$ cat config.mk
export PLATFORM = sky130hd
export DESIGN_NAME = sc_fetch_decode
export DESIGN_NICKNAME = d
export VERILOG_FILES = /design/src/rtl/sc_fetch_decode.sv
export SDC_FILE = /design/constraint.sdc
export NUM_CORES = 1
export LEC_CHECK = 0
export ABC_AREA = 1
export CAP_MARGIN = 20
export CORE_MARGIN = 8
export CORE_UTILIZATION = 50
export CTS_CLUSTER_SIZE = 16
export DETAILED_ROUTE_END_ITERATION = 16
export HOLD_SLACK_MARGIN = 0.06
export MAX_ROUTING_LAYER = met4
export PLACE_DENSITY = 0.89
export SYNTH_ARGS = -nofsm -noshare
export SYNTH_HDL_FRONTEND = slang
export SYNTH_SLANG_ARGS = --single-unit
$ cat constraint.sdc
create_clock -name clk -period 5.15 [get_ports clk]
set_input_delay 1.03 -clock clk [delete_from_list [all_inputs] [get_ports clk]]
set_output_delay 1.03 -clock clk [all_outputs]
set_load 0.005 [all_outputs]
$ cat src/rtl/sc_fetch_decode.sv
// Fetch/decode front end: PLL-gated fetch FSM, PC, instruction register, decode.
// Ports: clk/reset, pllLocked, imem req/addr/rdata/valid, next-PC select, decoded fields, lock, instrCount.
module sc_fetch_decode #(
    parameter int               DBITS               = 32,
    parameter int               OP_BIT_WIDTH        = 4,
    parameter int               REG_INDEX_BIT_WIDTH = 4,
    parameter int               IMEM_ADDR_BITS      = 11,
    parameter logic [DBITS-1:0] START_PC            = 'h40
) (
    input  logic                           clk,
    input  logic                           reset,
    input  logic                           pllLocked,

    output logic                           imemReq,
    output logic [IMEM_ADDR_BITS-1:0]      imemAddr,
    input  logic [31:0]                    imemRdata,
    input  logic                           imemValid,

    input  logic                           useImmPc,
    input  logic                           isJal,
    input  logic [DBITS-1:0]               pcIn,

    output logic                           lock,
    output logic [DBITS-1:0]               pcOut,
    output logic [DBITS-1:0]               pcAdded,
    output logic [OP_BIT_WIDTH-1:0]        op1,
    output logic [OP_BIT_WIDTH-1:0]        op2,
    output logic [REG_INDEX_BIT_WIDTH-1:0] rd,
    output logic [REG_INDEX_BIT_WIDTH-1:0] rs1,
    output logic [REG_INDEX_BIT_WIDTH-1:0] rs2,
    output logic [DBITS-1:0]               imm32,
    output logic [31:0]                    instrCount
);

    typedef enum logic [1:0] {
        WAIT_LOCK = 2'd0,
        FETCH     = 2'd1,
        EXEC      = 2'd2
    } state_t;

    localparam int OP2_TOP = 31 - OP_BIT_WIDTH;
    localparam int RD_TOP  = 31 - 2 * OP_BIT_WIDTH;
    localparam int RS1_TOP = RD_TOP - REG_INDEX_BIT_WIDTH;
    localparam int RS2_TOP = RS1_TOP - REG_INDEX_BIT_WIDTH;

    state_t           state;
    logic [31:0]      instrReg;
    logic [DBITS-1:0] nextPc;
    logic [DBITS-1:0] immSext;
    logic [15:0]      imm16;
    logic             isBranch;

    // Jump targets are word aligned; the low two bits of pcIn are dropped.
    logic unusedPcInLow;
    assign unusedPcInLow = ^pcIn[1:0];

    assign pcAdded  = pcOut + DBITS'(4);
    assign imemAddr = pcOut[IMEM_ADDR_BITS+1:2];

    always_comb begin
        nextPc = pcAdded;
        if (isJal || useImmPc) begin
            nextPc = {pcIn[DBITS-1:2], 2'b00};
        end
    end

    // Sequencer: lock and imemReq are registered alongside the state so
    // they always describe the state being entered.
    always_ff @(posedge clk) begin
        if (reset) begin
            state      <= WAIT_LOCK;
            pcOut      <= START_PC;
            instrReg   <= '0;
            instrCount <= '0;
            lock       <= 1'b0;
            imemReq    <= 1'b0;
        end else begin
            unique case (state)
                WAIT_LOCK: begin
                    lock <= 1'b0;
                    if (pllLocked) begin
                        state   <= FETCH;
                        imemReq <= 1'b1;
                    end else begin
                        imemReq <= 1'b0;
                    end
                end
                FETCH: begin
                    if (!pllLocked) begin
                        // Abandon the fetch; PC is untouched so relock refetches it.
                        state   <= WAIT_LOCK;
                        imemReq <= 1'b0;
                        lock    <= 1'b0;
                    end else if (imemValid) begin
                        instrReg <= imemRdata;
                        state    <= EXEC;
                        imemReq  <= 1'b0;
                        lock     <= 1'b1;
                    end else begin
                        imemReq <= 1'b1;
                        lock    <= 1'b0;
                    end
                end
                EXEC: begin
                    // The execute cycle always retires, even if lock is lost.
                    pcOut      <= nextPc;
                    instrCount <= instrCount + 32'd1;
                    lock       <= 1'b0;
                    if (pllLocked) begin
                        state   <= FETCH;
                        imemReq <= 1'b1;
                    end else begin
                        state   <= WAIT_LOCK;
                        imemReq <= 1'b0;
                    end
                end
                default: begin
                    state   <= WAIT_LOCK;
                    imemReq <= 1'b0;
                    lock    <= 1'b0;
                end
            endcase
        end
    end

    assign op1   = instrReg[31 -: OP_BIT_WIDTH];
    assign op2   = instrReg[OP2_TOP -: OP_BIT_WIDTH];
    assign rd    = instrReg[RD_TOP -: REG_INDEX_BIT_WIDTH];
    assign rs1   = instrReg[RS1_TOP -: REG_INDEX_BIT_WIDTH];
    assign rs2   = instrReg[RS2_TOP -: REG_INDEX_BIT_WIDTH];
    assign imm16 = instrReg[15:0];

    assign immSext  = {{(DBITS-16){imm16[15]}}, imm16};
    assign isBranch = op1[2] && !op1[0];

    // Branches expose their PC-relative target so the controller can feed it back as pcIn.
    always_comb begin
        imm32 = immSext;
        if (isBranch) begin
            imm32 = pcAdded + (immSext << 2);
        end
    end

endmodule

**Word level (Yosys, flattened, before mapping)**

Index checks and enable logic that the tools add are counted.

- Shifts and indexed selects: 0
- Reductions and logical operators: 8
- $mul: 0
- Order comparisons: 0
- Muxes and demuxes: 12
- Bitwise operators: 2
- $add $sub $neg: 3
- Divide/modulo/power cells: 0
- Equal/unequal tests: 4

Operators with widths:

| cell | number |
|---|---|
| $mux W32 | 2 |
| $add A32 B1 Y32 const B | 1 |
| $add A32 B3 Y32 const B | 1 |
| $add A32 B32 Y32 | 1 |
| $mux W2 | 3 |
| $pmux W2 S3 | 1 |
| $mux W1 | 5 |
| $ne A3 B3 Y1 const B | 1 |
| $reduce_and A3 Y1 | 1 |
| $reduce_or A3 Y1 | 1 |
| $eq A2 B1 Y1 const B | 1 |
| $eq A2 B2 Y1 const B | 1 |
| $logic_not A2 Y1 | 1 |
| $ne A2 B2 Y1 const B | 1 |
| $not A1 Y1 | 2 |
| $pmux W1 S2 | 1 |
| $reduce_and A2 Y1 | 1 |
| $reduce_or A2 Y1 | 1 |
| $logic_and A1 B1 Y1 | 1 |
| $logic_not A1 Y1 | 1 |
| $logic_or A1 B1 Y1 | 1 |

- Word-level logic and storage cells: 35
- ROM bits: 0
- Output and inout bits: 161
- Bits in latches: 0
- Input bits: 70
- Memory bits (writable): 0
- Bits in registers: 100
- Memories: 0

**Logic depth before layout (Yosys ltp)**

Gate-level depths: netlist of run 1.

- Word-level depth: 3
- Depth in mapped cells: 23
- Depth with buffers taken out: 23

**Least setup slack after synthesis of run 1**

Ideal clock, no wire load.

- Path type: reg-to-output
- Start point: register pcOut[3]
- End point: output imm32[31]
- Slack: 1.588 ns
- Path buffers: 0
- Data required time: 4.120 ns
- Cell stages (with the launch flop): 19
- Arrival: 2.532 ns
- Cells stage by stage: dfxtp_1 -> ha_1 -> nand2_1 -> nor2_2 -> nand2_2 -> nor3_1 -> nand3_1 -> nand2_1 -> inv_1 -> ha_1 -> nand2_1 -> nor2_1 -> and2_1 -> and3_1 -> nand2_1 -> nand2_1 -> nand2_1 -> nand3_1 -> nand2_1

- Cells in the longest elaborated chain, start to end: 3

RTL lines:

| item | RTL line | RTL |
|---|---|---|
| start: declaration | 24 | `output logic [DBITS-1:0] pcOut,` |
| start signal: assignment | 106 | `pcOut <= nextPc;` |
| $add A32 B3 Y32 | 57 | `assign pcAdded = pcOut + DBITS'(4);` |
| via pcAdded[26] | 25 | `output logic [DBITS-1:0] pcAdded,` |
| $add A32 B32 Y32 | 140 | `imm32 = pcAdded + (immSext << 2);` |
| $mux W32 | 139 | `if (isBranch) begin` |
| end: declaration | 31 | `output logic [DBITS-1:0] imm32,` |

The timed path passes the listed nets, and every way through them passes these cells.

**Worst setup path in the final report of run 1**

- Start point: register pcOut[3]
- End point: output imm32[29]

- Cells in the longest elaborated chain, start to end: 3

RTL lines:

| item | RTL line |
|---|---|
| $add A32 B3 Y32 | 57 |
| $add A32 B32 Y32 | 140 |
| $mux W32 | 139 |

No other way between the ends.

==> results of run 1 <==
-- cell usage after synthesis, types with 4 or more instances --
master	instances
nand2_2	4
nand4_1	13
o21bai_1	6
a21oi_1	93
nor4_1	5
nand2_1	405
and3_1	4
nor2_4	4
ha_1	37
o21ai_0	73
nor2_1	193
o21ai_1	8
inv_1	136
dfxtp_1	98
nor3_1	22
nor2_2	7
or2_2	6
clkbuf_1	32
xor2_1	16
xnor2_1	13
buf_4	35
nand3b_1	10
nand3_1	69
-- cells by family (layout without fill, tap and decap cells) --
logic type	Yosys count	after routing	synth area share (%)
AOI/OAI and AO/OA	188	188	12.5
adders and majority gates	38	38	6.18
buffers and inverters	212	395	12.0
DFF	98	98	25.1
other	1	5	0.0480
xor gates and xnor gates	29	29	3.25
and+or+nand+nor	755	755	40.9
-- metrics by stage --
step                      hold WS, ns  cell area, um^2  worst slack (ns)  power [mW]
after CTS                       0.503            10300             0.157        1.73
after floorplan                 0.445             7820              1.59       0.903
after global placement          0.466            10000             0.607        1.02
after detailed placement        0.488            10000             0.566        1.03
final                           0.500            10400             0.268        1.72
after global routing            0.533            10400          -0.00224        1.78
-- worst max path at each step --
stage              from         to  slack, ns  cells after the start
2_1_floorplan  pcOut[3]  imm32[31]       1.59                     18
3_3_place_gp   pcOut[3]  imm32[16]       0.61                     15
3_5_place_dp   pcOut[3]  imm32[31]       0.57                     18
4_1_cts        pcOut[3]  imm32[31]       0.16                     18
5_1_grt        pcOut[3]  imm32[19]     -0.002                     18
6_report       pcOut[3]  imm32[29]       0.27                     16
-- power breakdown --
group	internal [mW]	total [mW]	switching [mW]
combinational	0.121	0.225	0.104
clock	0.385	0.711	0.326
sequential	0.771	0.786	0.0154
total	1.28	1.72	0.446
-- state kept, by name, summed over array words and instances (netlist names) --
register	count
instrReg	32
state	2
lock	1
instrCount	32
pcOut	30
imemReq	1
-- layout make-up --
class / count / area [um^2] / area share [%]
Multi-Input combinational cell: 1014 / 4970 / 47.8
Timing Repair Buffer: 239 / 2350 / 22.7
Sequential cell: 98 / 1960 / 18.9
Inverter: 140 / 526 / 5.06
Tap cell: 211 / 264 / 2.54
Clock buffer: 10 / 229 / 2.21
Clock inverter: 6 / 72.6 / 0.699
Antenna cell: 1 / 2.50 / 0.0241
-- worst max-delay path: stages (launching register included) --
cell and delay, ns:
dfxtp_2 0.40, ha_1 0.23, nand2_1 0.09, nor2_2 0.16, nand2_2 0.16, nor2_2 0.19, xor2_1 0.31, ha_1 0.25
nand2_1 0.13, nor2_1 0.32, nand3_1 0.12, nand3b_1 0.23, nand2_1 0.11, nand3_1 0.10, nand3_1 0.08, nand2_1 0.08
clkdlybuf4s50_1 0.52
-- metal layers --
metal	up-vias	track usage, %	routed length, um
met1	4023	32.3	11500
met4	0	10.4	759
met2	332	45.9	12900
met3	52	6.14	2190
li1	4529	-	-
met5	-	-	0
==> metrics.txt, run 1 <==
drt wl/cell 15.9 um; Area contributors post-synth dfxtp_1 25%, nand2_1 19%, nor2_1 9.3%; maximum VDD drop 159 uV; leakage 4.62 nW; ANT nets after route 0; Total Nets Final 1610; Final Non-Filler Cells 1719; Yosys warnings 0; Clock transition at path regs 0.08 ns; Post-Syn Instances 1321; via count 8936; Die Y 141 um; r2r endpoint instrCount[22]; clk buf depth 2; Synth async-reset ratio 0%; Num CTS Buffers 9; Yosys reg bits 98; Die ar. 0.0199 mm^2; initial antenna violation count 1; DRT Pass-1 Iters 5; Hold Vio Cnt, Final 0; register area share after synthesis 25.1%; die width 141 um; WHS Path Cells 2; Initial Utilization 51.2%; Site Rows 45; Clk Latency, worst-skew pair 0.36 ns; crit start category flop; first-pass GRT wire length 43100 um; synthesized area 0.00781 mm^2; Inst Count DP 1702; synthesis-to-finish area growth 32.9%; reg2reg setup slack 3.10 ns; dpl hpwl 21600 um; leading cell type in the layout, fill and taps excluded nand2_1; min-delay src instrCount[31]; # port buffers 224; total setup buffers inserted after CTS 0; top cell type's share of synthesized area 25.1%; Setup crit end kind output pin; htree depth 3; slew margin rel. 46.9%; num ports 231; Top FF cell, synth dfxtp_1; clock sinks 98; r2r startpoint state[1]; buffer type at the clock tree root clkbuf_16; CORE AREA 0.0153 mm^2; total track usage 27.7%; Reg2Reg Depth 8; Remaining Overflow, GRT 0; share of cells above drive strength 1 4.71%; vias in the first global route 8385; Routability Congestion 0.983; worst hold path class flop to flop; setup-violating endpoint count in the final report 0; Setup TNS 0 ns; filler cell count 1390; DRC viols 0; Iteration-0 DRC Markers 583; PwrDens 166 mW/mm^2; WP data arrival 3.85 ns; WL final 27400 um; Synth area leader dfxtp_1; Setup CP Type flop to output pin; most frequent cells in the layout 405 x nand2_1, 224 x clkdlybuf4s50_1, 191 x nor2_1, 136 x inv_1, 96 x dfxtp_1; fin. max-slew vios 0; EDFF count, synth 0; Final Util 68.0%; CP max FO 6; Synth Area per Inst 5.91 um^2; CTS tree built; hold_buf cts 0; Worst EP required 4.12 ns; worst clock skew 0.0112 ns; PostCTS Resize Cnt 0; worst-margin pin slew 0.796 ns; status finished, final reports clean; Final period util 94.8%; fmax 0.205 GHz; hold endpoint instrCount[31]; Tmin final 4.88 ns; max cap viols 0; largest net degree at the start of global routing 61; Via density 5.20; Distinct cells, synth 41
(Power assumes the default switching activity.)
==> run 2: changes to the inputs <==
--- a/config.mk
+++ b/config.mk
@@ -7,7 +7,8 @@
 export LEC_CHECK = 0
 export ABC_AREA = 1
 export CAP_MARGIN = 20
-export CORE_MARGIN = 8
+export CORE_ASPECT_RATIO = 0.75
+export CORE_MARGIN = 5
 export CORE_UTILIZATION = 50
 export CTS_CLUSTER_SIZE = 16
 export DETAILED_ROUTE_END_ITERATION = 16
==> run 2 against run 1 <==
  * Critical path depth is 2 higher
  * Sequential share of layout area is essentially flat
  * Critical endpoint is now imm32[28]
  * Via count is 2.8% higher
  * Total power decreased by 1.1%
  * Flip-flop and latch count unchanged
  * Worst setup slack lost 0.071 ns
  * Largest power group unchanged
  * Worst hold slack got worse by 0.0055 ns
  * First-iteration DRC count rose by 58%
  * Global-route usage increased by 3.1 points
  * Clock power decreased by 3.2%
==> metrics.txt, run 2 (synthesis results as in run 1) <==
status finished, final reports clean; final instance area 0.0104 mm^2; Hold Vio Cnt, Final 0; Iteration-0 DRC Markers 923; Hold WS 0.495 ns; Site Rows 39; ANT nets after route 0; Top Family by Delay on Critical Path simple AND/OR/NAND/NOR gates; vias in the first global route 8440; # port buffers 224; Final Util 68.0%; leakage 4.61 nW; Final period util 96.2%; Setup Slack @ Placement 0.477 ns; largest registers instrCount: 32 flops, instrReg: 32 flops, pcOut: 30 flops; initial antenna violation count 0; Setup CP Type flop to output pin; CP max FO 6; Setup TNS 0 ns; total track usage 30.7%; CORE AREA 0.0153 mm^2; dpl hpwl 22300 um; Reg2Reg Depth 8; sw power 0.459 mW; CTS tree built; Die Y 118 um; P_int 1.24 mW; leading cell type in the layout, fill and taps excluded nand2_1; largest net degree at the start of global routing 61; die width 154 um; maximum VDD drop 199 uV; Clk Latency, worst-skew pair 0.37 ns; clock sinks 98; crit start category flop; slowest CP cell clkdlybuf4s50_1; Via density 5.37; max cap viols 0; buffer type at the clock tree root clkbuf_16; Routability Congestion 0.948; Num CTS Buffers 9; worst hold path class flop to flop; hold endpoint instrReg[0]; Setup crit end kind output pin; number of diodes 0; share of cells above drive strength 1 4.98%; RSZ-0062 raised after global routing false; most frequent cells in the layout 404 x nand2_1, 224 x clkdlybuf4s50_1, 190 x nor2_1, 136 x inv_1, 94 x dfxtp_1; WHS Path Cells 2; min-delay src instrReg[0]; Crit path buffers/inverters 2; DRC viols 0; fin. max-slew vios 0; worst-margin pin slew 0.864 ns; synthesis-to-finish area growth 33.0%; Critical Path Max Stage Delay 0.51 ns; sw frac 27.0%; slew margin rel. 42.4%; r2r startpoint state[1]; Gate power share 13.3%; DRT Pass-1 Iters 5; Cell Chain, Critical Path inv_1, nor2_1, nand2_1, nor3_2, nand2_1, nand2_1, nand2_1, ha_1, a21oi_1, o21ai_0, nand2_1, nand2_1, a21oi_1, nand2_1, nand2_1, nand3_1, nand2_1, clkdlybuf4s50_1; via count 9187; fmax 0.202 GHz; reg2reg setup slack 3.06 ns; Remaining Overflow, GRT 0; Initial Utilization 51.1%; Worst EP required 4.12 ns; setup-violating endpoint count in the final report 0; placed cell areas 0.0100 mm^2; WP data arrival 3.92 ns; r2r endpoint instrCount[30]; drt wl/cell 16.7 um; Sequential Power Share 46.3%; Clock transition at path regs 0.08 ns; first-pass GRT wire length 44500 um; num ports 231; Total Nets Final 1608; htree depth 3; clk buf depth 2; Tmin final 4.95 ns; PnR worst setup slack 0.198 ns; most used cell, CP nand2_1; Die ar. 0.0182 mm^2; clock share of power 40.4%; worst clock skew 0.0146 ns; WL final 28600 um; PwrDens 164 mW/mm^2
-- run 2: how the worst max path moves through the flow --
| stage | from | end | slack [ns] | depth (start not counted) |
|---|---|---|---|---|
| 6_report | pcOut[2] | imm32[28] | 0.20 | 18 |
| 5_1_grt | pcOut[2] | imm32[18] | 0.005 | 18 |
| 4_1_cts | pcOut[2] | imm32[28] | 0.07 | 18 |
| 3_5_place_dp | pcOut[3] | imm32[31] | 0.48 | 18 |
| 3_3_place_gp | pcOut[3] | imm32[31] | 0.51 | 18 |
| 2_1_floorplan | pcOut[3] | imm32[31] | 1.59 | 18 |
-- run 2: per-stage QoR --
stage | std cells | total power, mW
after floorplan | 1324 | 0.903
after global placement | 1693 | 1.03
after detailed placement | 1693 | 1.03
after CTS | 1709 | 1.70
after global routing | 1710 | 1.76
final | 1710 | 1.70
-- run 2: area by class of cell --
| type | instances | area (um^2) |
|---|---|---|
| multi-input cells | 1014 | 4980 |
| fillers | 1332 | 4880 |
| repair buffers | 237 | 2360 |
| flip-flops and latches | 98 | 1970 |
| inverters | 140 | 526 |
| well taps | 205 | 256 |
| clock buffers | 10 | 239 |
| clock inverters | 6 | 62.6 |
-- run 2: routing by layer --
metal,vias up,part of all wire [%],global-route usage [%]
met5,-,0,-
met4,0,2.2,7.34
met3,46,11,7.05
met2,496,44,47.2
met1,4118,43,41.2
li1,4527,-,-
-- run 2: power by group through the flow --
stage	Sequential [mW]	Combinational (mW)	Clock (mW)
after global placement	0.805	0.220	0
after detailed placement	0.805	0.222	0
after floorplan	0.800	0.103	0
after global routing	0.790	0.246	0.720
final	0.788	0.227	0.688
after CTS	0.788	0.224	0.688
-- run 2: worst reg2reg max path, delay by kind of cell, from the launching register on --
family	cells	cell delay [ns]
and+or+nand+nor	7	1.40
DFF	1	0.41
xor gates and xnor gates	1	0.14
-- run 2: timing repair --
action / in CTS / in global routing
setup endpoints to repair: 0 / 19
hold buffers: 0 / 0
endpoints found under the hold margin: 0 / 0
buffers inserted: 0 / 0
gates resized for setup: 0 / 15
==> run 3: changes to the inputs <==
--- a/config.mk
+++ b/config.mk
@@ -9,12 +9,13 @@
 export CAP_MARGIN = 20
 export CORE_ASPECT_RATIO = 0.75
 export CORE_MARGIN = 5
-export CORE_UTILIZATION = 50
-export CTS_CLUSTER_SIZE = 16
+export CORE_UTILIZATION = 40
+export CTS_CLUSTER_SIZE = 14
 export DETAILED_ROUTE_END_ITERATION = 16
+export GPL_TIMING_DRIVEN = 1
 export HOLD_SLACK_MARGIN = 0.06
 export MAX_ROUTING_LAYER = met4
-export PLACE_DENSITY = 0.89
+export PLACE_DENSITY = 0.74
 export SYNTH_ARGS = -nofsm -noshare
 export SYNTH_HDL_FRONTEND = slang
 export SYNTH_SLANG_ARGS = --single-unit
==> run 3 against run 2 <==
  * Non-clock buffer count is 5 higher
  * Worst hold slack worse by 0.015 ns
  * Highest routed layer unchanged
  * Worst setup slack improved by 0.017 ns
  * Via count is 3.6% lower
  * Largest power group unchanged
  * Flip-flop and latch count unchanged
  * Die area is 23% higher
  * Clock-buffer cell count fell by 1
  * First-iteration DRC count is 0.65% higher
  * Core utilization is 14 points lower
  * Total power is 2.6% higher
  * Design area is 0.99% higher
==> metrics.txt, run 3 (synthesis results as in run 1) <==
crit start category flop; Worst EP required 4.12 ns; WL final 28100 um; Die ar. 0.0224 mm^2; reg2reg setup slack 3.04 ns; # port buffers 224; Top Family by Delay on Critical Path simple AND/OR/NAND/NOR gates; Hold Vio Cnt, Final 0; Final Util 54.4%; Remaining Overflow, GRT 0; Clk Latency, worst-skew pair 0.35 ns; CP max FO 6; synthesis-to-finish area growth 34.4%; Final period util 95.8%; WHS Path Cells 2; Iteration-0 DRC Markers 929; num ports 231; DRC viols 0; clk buf depth 2; most frequent cells in the layout 405 x nand2_1, 224 x clkdlybuf4s50_1, 190 x nor2_1, 136 x inv_1, 95 x dfxtp_1; status finished, final reports clean; DRT Pass-1 Iters 5; die width 171 um; largest net degree at the start of global routing 61; htree depth 3; Routability Congestion 0.961; fin. max-slew vios 0; Clock transition at path regs 0.08 ns; first-pass GRT wire length 42800 um; via count 8860; CTS tree built; Cell Chain, Critical Path nand2_1, nor2_1, nand2_1, nor2_1, xor2_1, buf_4, ha_1, nand2_1, nor2_1, nand3_1, nand3b_1, xnor2_1, o21ai_0, clkdlybuf4s50_1; worst hold path class flop to flop; total track usage 24.8%; clock sinks 98; final instance area 0.0105 mm^2; hold endpoint instrReg[0]; worst clock skew 0.0149 ns; initial antenna violation count 2; dpl hpwl 22000 um; share of cells above drive strength 1 5.23%; Setup crit end kind output pin; ANT nets after route 0; slew margin rel. 39.7%; r2r startpoint state[1]; max cap viols 0; Die Y 131 um; Reg2Reg Depth 7; worst-margin pin slew 0.903 ns; Final Non-Filler Cells 1765; WP data arrival 3.91 ns; PwrDens 167 mW/mm^2; Site Rows 44; Final Power 1.75 mW; buffer type at the clock tree root clkbuf_16; fmax 0.203 GHz; leading cell type in the layout, fill and taps excluded nand2_1; Total Nets Final 1613; setup-violating endpoint count in the final report 0; Inst Count DP 1746; Critical Path Max Stage Delay 0.55 ns; maximum VDD drop 153 uV; Initial Utilization 40.5%; largest registers instrCount: 32 flops, instrReg: 32 flops, pcOut: 30 flops; vias in the first global route 7862; r2r endpoint instrCount[16]; Num CTS Buffers 9; drt wl/cell 15.9 um; Via density 5.02; min-delay src instrReg[0]; Crit path buffers/inverters 2; CORE AREA 0.0193 mm^2; placed cell areas 0.0101 mm^2; Tmin final 4.94 ns; Setup CP Type flop to output pin; slowest CP cell clkdlybuf4s50_1; leakage 4.65 nW
[run 3: cell types whose count changed in the layout (fill, tap and decap cells not counted), sizes merged]
cell,previous run,this run
clkbuf,10,9
bufinv,0,1
inv,140,144
diode,0,2
clkinv,6,2
buf,13,18
[run 3: routing by layer]
| layer | GRT usage (%) | share of wire (%) | up-vias |
|---|---|---|---|
| met4 | 3.82 | 0.88 | 0 |
| met3 | 6.02 | 9.5 | 16 |
| met1 | 35.4 | 48 | 3919 |
| li1 | - | - | 4542 |
| met2 | 36.4 | 42 | 383 |
| met5 | - | 0 | - |
[run 3: worst reg2reg max path: cells and delay by family (launching register included)]
kind / cells / cell delay, ns
AND/OR/NAND/NOR: 7 / 1.60
flip-flops: 1 / 0.42
[run 3: final cells by class]
type                    count  area [um^2]
inverters                 140          526
diodes                      2         5.00
flip-flops and latches     98         1970
fillers                  1952         8780
well taps                 253          317
multi-input cells        1014         4970
repair buffers            242         2400
clock inverters             7         90.1
clock buffers               9          225
[run 3: power by group]
| part | leakage, nW | switching [mW] | internal [mW] | total (mW) |
|---|---|---|---|---|
| registers | 0.794 | 0.0166 | 0.771 | 0.787 |
| logic | 3.69 | 0.106 | 0.123 | 0.229 |
| clock network | 0.156 | 0.339 | 0.392 | 0.731 |
| total | 4.65 | 0.462 | 1.29 | 1.75 |
[run 3: per-stage QoR]
| step | hold slack [ns] | setup TNS, ns | setup slack [ns] |
|---|---|---|---|
| global route | 0.515 | -0.0147 | -0.0119 |
| finish | 0.479 | 0 | 0.215 |
| global placement | 0.466 | 0 | 0.563 |
| CTS | 0.484 | 0 | 0.120 |
| detailed placement | 0.471 | 0 | 0.529 |
| floorplan | 0.445 | 0 | 1.59 |
[run 3: repair_timing]
action / in CTS / in global routing
hold buffers: 0 / 0
endpoints found under the setup margin: 0 / 15
buffers inserted: 0 / 0
gates resized for setup: 0 / 12
[run 3: worst max-delay path by stage]
stage	slack, ns	depth (start not counted)	start	end
final	0.21	14	pcOut[11]	imm32[14]
after global placement	0.56	18	pcOut[2]	imm32[28]
after global routing	-0.01	18	pcOut[11]	imm32[28]
after floorplan	1.59	18	pcOut[3]	imm32[31]
after detailed placement	0.53	18	pcOut[2]	imm32[28]
after CTS	0.12	18	pcOut[2]	imm32[28]
